===== src/rtl/ghash_stage_pipe_skid.sv =====
// rtl/ghash_stage_pipe_skid.sv - N-lane GHASH input stage with 2-entry skid buffer
// Registers data, lane-mapped H powers, feedback operand and sideband behind a valid/ready handshake.
module ghash_stage_pipe_skid #(
   parameter int NB_BLOCK  = 128,
   parameter int N_BLOCKS  = 2,
   parameter int NB_DATA   = N_BLOCKS * NB_BLOCK,
   parameter bit H_REVERSE = 1'b1
) (
   input  logic                i_clock,
   input  logic                i_reset_n,
   input  logic                i_clear,
   input  logic                i_valid,
   output logic                o_ready,
   input  logic [NB_DATA-1:0]  i_data_x,
   input  logic [NB_DATA-1:0]  i_h_pow,
   input  logic [NB_BLOCK-1:0] i_feedback_mux,
   input  logic                i_stall,
   input  logic                i_last,
   output logic                o_valid,
   input  logic                i_ready,
   output logic [NB_DATA-1:0]  o_data_x,
   output logic [NB_DATA-1:0]  o_h_pow,
   output logic [NB_BLOCK-1:0] o_feedback_mux,
   output logic                o_stall,
   output logic                o_last,
   output logic [1:0]          o_level
);

   localparam int BW = 2 * NB_DATA + NB_BLOCK + 2;

   typedef enum logic [1:0] {
      S_EMPTY = 2'd0,
      S_ONE   = 2'd1,
      S_FULL  = 2'd2
   } state_t;

   state_t            state_q;
   state_t            state_d;
   logic              ready_q;
   logic              accept;
   logic              pop;
   logic              load_main_in;
   logic              load_main_skid;
   logic              load_skid;
   logic [NB_DATA-1:0] h_mapped;
   logic [BW-1:0]     beat_in;
   logic [BW-1:0]     main_q;
   logic [BW-1:0]     skid_q;

   // Lane mapping is fixed at elaboration and applied before capture.
   for (genvar k = 0; k < N_BLOCKS; k++) begin : g_lane
      if (H_REVERSE) begin : g_rev
         assign h_mapped[k*NB_BLOCK +: NB_BLOCK] = i_h_pow[(N_BLOCKS-1-k)*NB_BLOCK +: NB_BLOCK];
      end else begin : g_str
         assign h_mapped[k*NB_BLOCK +: NB_BLOCK] = i_h_pow[k*NB_BLOCK +: NB_BLOCK];
      end
   end

   assign beat_in = {i_data_x, h_mapped, i_feedback_mux, i_stall, i_last};
   assign accept  = i_valid & ready_q;
   assign pop     = (state_q != S_EMPTY) & i_ready;

   always_ff @(posedge i_clock or negedge i_reset_n) begin
      if (!i_reset_n) begin
         state_q <= S_EMPTY;
         ready_q <= 1'b1;
      end else begin
         state_q <= state_d;
         ready_q <= (state_d != S_FULL);
      end
   end

   always_comb begin
      state_d        = state_q;
      load_main_in   = 1'b0;
      load_main_skid = 1'b0;
      load_skid      = 1'b0;
      if (i_clear) begin
         state_d = S_EMPTY;
      end else begin
         case (state_q)
            S_EMPTY: begin
               if (accept) begin
                  state_d      = S_ONE;
                  load_main_in = 1'b1;
               end
            end
            S_ONE: begin
               if (accept && pop) begin
                  load_main_in = 1'b1;
               end else if (accept) begin
                  state_d   = S_FULL;
                  load_skid = 1'b1;
               end else if (pop) begin
                  state_d = S_EMPTY;
               end
            end
            S_FULL: begin
               if (pop) begin
                  state_d        = S_ONE;
                  load_main_skid = 1'b1;
               end
            end
            default: state_d = S_EMPTY;
         endcase
      end
   end

   always_comb begin
      o_valid = (state_q != S_EMPTY);
      o_level = state_q;
      o_ready = ready_q;
   end

   // Payload never changes unless the FSM explicitly loads it, so a stalled beat stays stable.
   always_ff @(posedge i_clock or negedge i_reset_n) begin
      if (!i_reset_n) begin
         main_q <= '0;
         skid_q <= '0;
      end else begin
         if (load_main_in) begin
            main_q <= beat_in;
         end else if (load_main_skid) begin
            main_q <= skid_q;
         end
         if (load_skid) begin
            skid_q <= beat_in;
         end
      end
   end

   assign {o_data_x, o_h_pow, o_feedback_mux, o_stall, o_last} = main_q;

endmodule


===== config.mk =====
export PLATFORM = sky130hd
export DESIGN_NAME = ghash_stage_pipe_skid
export DESIGN_NICKNAME = d
export VERILOG_FILES = /design/src/rtl/ghash_stage_pipe_skid.sv
export SDC_FILE = /design/constraint.sdc
export NUM_CORES = 2
export LEC_CHECK = 0
export CAP_MARGIN = 20
export CORE_AREA = 2 2 504 506
export CTS_BUF_LIST = sky130_fd_sc_hd__clkbuf_16
export DETAILED_ROUTE_END_ITERATION = 16
export DIE_AREA = 0 0 506 508
export DONT_BUFFER_PORTS = 1
export SKIP_CTS_REPAIR_TIMING = 1
export SLEW_MARGIN = 20
export SYNTH_ARGS = -nofsm -noshare
export SYNTH_HDL_FRONTEND = slang
export SYNTH_SLANG_ARGS = --single-unit

===== constraint.sdc =====
create_clock -name i_clock -period 3.3 [get_ports i_clock]
set_input_delay 0.33 -clock i_clock [delete_from_list [all_inputs] [get_ports i_clock]]
set_output_delay 0.33 -clock i_clock [all_outputs]
set_load 0.01 [all_outputs]

Word level (Yosys, flattened, before mapping)
Cells that the tools add are included.
Widths: inputs -> output; s select.
- equality and inequality tests: 3
- mux-type cells: 19
- bitwise logic cells: 2
- reductions and logical operators: 4
- operators by type and width (operator ; count):
    $mux 642 ; 2
    $mux 2 ; 6
    $mux 1 ; 9
    $pmux 2 s3 ; 1
    $reduce_bool 2->1 ; 2
    $and 1x1->1 ; 2
    $eq 2x1->1 const B ; 1
    $eq 2x2->1 const B ; 1
    $logic_not 2->1 ; 1
    $ne 2x2->1 const B ; 1
    $pmux 1 s2 ; 1
    $logic_and 1x1->1 ; 1
- register bits after elaboration: 1287
- bits of input ports: 647

Depth between registers and ports, before layout
- depth in word-level cells: 8
- gate-level depth with buffers: 8
- mapped depth without buffers: 4

Worst setup path after synthesis
OpenSTA, ideal clock, no wires.
- path type: flip-flop to flip-flop
- start point: register ready_q (netlist: o_ready)
- end point: register skid_q[372]
- library setup time: 0.125 ns
- arrival: 1.920 ns
- data required time: 3.175 ns
- setup slack: 1.255 ns
- cell stages (with the launch flop): 8
- period minus slack after synthesis: 2.045 ns
- cells stage by stage: dfstp_2 nand2_1 or4_1 clkbuf_1 buf_6 buf_6 buf_6 mux2_4
- word-level cells in the longest chain between the ends: 5
- elaborated cells between the ends (all ways): 6
- classes of those cells: 4 x mux; 1 x bitwise; 1 x reduce/logical
- ends and longest elaborated chain (what ; line ; text):
    start, declared ; 39 ; logic ready_q;
    start signal, assigned ; 69 ; ready_q <= (state_d != S_FULL);
    $and 1x1->1 * ; 60 ; assign accept = i_valid & ready_q;
    $mux 1 or $logic_and 1x1->1 (tied branches) ; 91, 89 ;
    $mux 1 * ; 89 ; if (accept && pop) begin
    $mux 1 * ; 81 ; case (state_q)
    $mux 1 * ; 78 ; if (i_clear) begin
    end signal, assigned ; 127 ; skid_q <= beat_in;
    end, declared ; 48 ; logic [BW-1:0] skid_q;
Every way passes the cells marked *; elsewhere a longest branch is shown, timed or not.
A chain may end at the register's enable or synchronous reset.

==> run_results.csv <==
group,metric,value,unit
logic_synthesis,syn_area_per_cell,11.0,sq um
drt,top_layer,"met5",
drt,drt_iter0_markers,3672,
logic_synthesis,post-synth-top-area-fraction,0.601,
timing,worst_slew_pin_slew,1.41,ns
floorplanning,dieArea,0.257,sq mm
power_and_ir_drop,p_leak,0.0308,uW
clock_network,cts_tree,"done",
drt,num_vias,41000,
timing,rsz0062_at_grt,"false",
critical_path,cp_top_family,"buffers and inverters",
drt,wl_met1,78100,um
logic_synthesis,synth_ff_type,"dfrtp_1",
timing,setup_tns,0,ns
floorplanning,start_util,0.212,
placed_design,gp_congestion,0.914,
clock_network,cts_buffers,146,
logic_synthesis,synth_top_family_by_area,"multiplexers",
logic_synthesis,ys_seq_elements,1287,
clock_network,path_clk_slew,0.06,ns
timing,period_needed,2.89,ns
run_status,outcome,"finished with violations",
timing,fin_skew,0.0407,ns
placed_design,dpl_cell_area,0.0572,sq mm
placed_design,dpl.cell_count,7978,
logic_synthesis,synthTopCellsByCount,"dfrtp_1 (1286), nand2_1 (1286), nor2_1 (644), a31oi_1 (642), mux2_2 (373)",
logic_synthesis,synthesis.nets,5517,
logic_synthesis,synthArstFlopShare,1.00,
logic_synthesis,synth-simple-area-share,0.136,
timing,fmax,0.346,GHz
grt,grt_pass1_wl,282000,um
critical_path,critPathKind,"in2async",
critical_path,slowest_stage,"dlygate4sd3_1",
drt,via_per_inst,4.57,
floorplanning,die_h,508,um
logic_synthesis,synth_area,0.0535,sq mm
floorplanning,die_w,506,um
placed_design,io_buffers,0,
logic_synthesis,ys_types,23,
job,max_cap_violations,0,
drt,first_pass_iters,6,
power_and_ir_drop,p_per_area,678,mW/mm^2
drt,wl_met3,23500,um
critical_path,worstPathMaxFanout,145,
placed_design,hpwl,150000,um
drt,wl_met2,95500,um
logic_synthesis,yosysSeqAreaShare,0.602,
timing,hold_slack,-0.786,ns
floorplanning,io_pins,1293,
drt,routedWlPerCell,23.1,um
floorplanning,row_count,185,
critical_path,critPathLaunchType,"input port",
final_layout,syn2layout_area_growth,28.5,%
critical_path,crit_arrival,3.70,ns
logic_synthesis,synth-compound-area-share,0.0753,
critical_path,required,4.11,ns
critical_path,worst_setup_path_end_kind,"asynchronous set/reset pin",
grt,grt_overflow,0,
critical_path,cp_common_cell,"buf_16",
grt,grt_max_degree,224,
timing,slew-limit-headroom,0.0591,
grt,antenna_found_initial,146,
run_status,violations,"hold timing",
timing,finalHoldViolCount,138,
clock_network,clk_latency,0.80,ns
clock_network,clockBufferDepth,3,
final_layout,fin_cells,8972,
critical_path,slowest_delay,0.68,ns
timing,setup_viol,0,
logic_synthesis,synthMuxAreaShare,0.154,
logic_synthesis,synthTopCellsByArea,"dfrtp_1 (60%), nand2_1 (9.0%), mux2_2 (7.8%), mux2_4 (7.5%), a31oi_1 (7.5%)",
final_layout,drive_gt1_frac,0.173,
placed_design,place_ws,-0.444,ns
grt,first_global_vias,36800,
critical_path,crit_buf_inv,8,
power_and_ir_drop,peakVddDrop,0.000515,V
drt,drc,0,
final_layout,final_util,0.273,
timing,fin_ws,0.412,ns
floorplanning,core-area,0.252,sq mm
clock_network,numClockSinks,1287,
clock_network,cts_root_buf,"clkbuf_16",
logic_synthesis,synth_adder_area_share,0,
grt,grt_usage,0.151,
critical_path,crit_chain,"buf_16 -> buf_16 -> dlygate4sd3_1 -> buf_16 -> buf_16 -> buf_16 -> buf_16 -> buf_16",
final_layout,fin_nets,6062,
drt,ant_nets,0,
logic_synthesis,synth_edf_count,0,
logic_synthesis,synth_xor_xnor_area_share,0.000164,
timing,period_share,0.875,
logic_synthesis,ys_warn_count,0,
hold_path,min_path_type,"in2async",
clock_network,htreeDepth,4,
drt,routed_wl,207000,um
timing,drv_slew,0,
logic_synthesis,synth_top_area_cell,"dfrtp_1",
final_layout,final_area,0.0688,sq mm
final_layout,fillCellCount,25900,
logic_synthesis,synth_cells,4870,
==> cell usage in the layout, fill, tap and decap left out, drive strengths merged, types with 59 or more instances in the layout <==
cell         Yosys  layout
dfrtp         1286    1286
nand2         1286    1286
dlygate4sd3      0     647
nor2           644     644
a31oi          642     642
mux2           642     642
clkbuf         212     148
buf            145     106
diode            0      79
clkinv           0      59
==> kinds of logic after synthesis <==
kind of cell,Yosys count
simple gates,1937
flops,1287
mux,642
xor+xnor,1
compound gates,644
buf+inv,359
==> worst paths after layout <==
check,start,end,slack (ns),depth (start not counted)
worst max-delay path,i_reset_n,skid_q[588]$_DFFE_PN0P_,0.41,8
worst min-delay path,i_reset_n,skid_q[183]$_DFFE_PN0P_,-0.79,0
worst max register to register,o_level[1]$_DFF_PN0_,main_q[322]$_DFFE_PN0P_,0.49,5
worst min register to register,skid_q[200]$_DFFE_PN0P_,main_q[200]$_DFFE_PN0P_,0.50,2
max in group i_clock,o_level[1]$_DFF_PN0_,main_q[322]$_DFFE_PN0P_,0.49,5
min in group i_clock,i_clear,skid_q[640]$_DFFE_PN0P_,0.19,3
==> metal layers <==
| metal | vias up | global-route usage |
|---|---|---|
| li1 | 17700 | - |
| met1 | 20700 | 0.164 |
| met2 | 2020 | 0.237 |
| met3 | 526 | 0.0850 |
| met4 | 76 | 0.0727 |
| met5 | - | 0 |
==> registers in the layout, summed over array words and instances (netlist names) <==
name     cells
main_q     642
o_ready      1
skid_q     642
o_level      2
==> power by group <==
group,internal [uW],total (uW),switching (uW)
clock,8830,16000,7130
combinational,3950,6650,2700
sequential,19700,24000,4290
==> cell type report <==
| cell class | instances | area [sq um] | area share |
|---|---|---|---|
| Antenna cell | 79 | 198 | 0.00288 |
| Clock buffer | 147 | 3680 | 0.0535 |
| Clock inverter | 113 | 973 | 0.0142 |
| Inverter | 2 | 7.51 | 0.000109 |
| Multi-Input combinational cell | 3224 | 19600 | 0.285 |
| Sequential cell | 1287 | 32200 | 0.468 |
| Tap cell | 3366 | 4210 | 0.0613 |
| Timing Repair Buffer | 754 | 7890 | 0.115 |
==> through the flow <==
stage / total power (uW) / hold slack [ns]
finish: 46600 / -0.786
global route: 48800 / -0.873
CTS: 46100 / -0.896
detailed placement: 29900 / 0.0345
global placement: 29500 / 0.0345
floorplan: 27000 / 0.0344
Power figures use the tool's default switching activity.
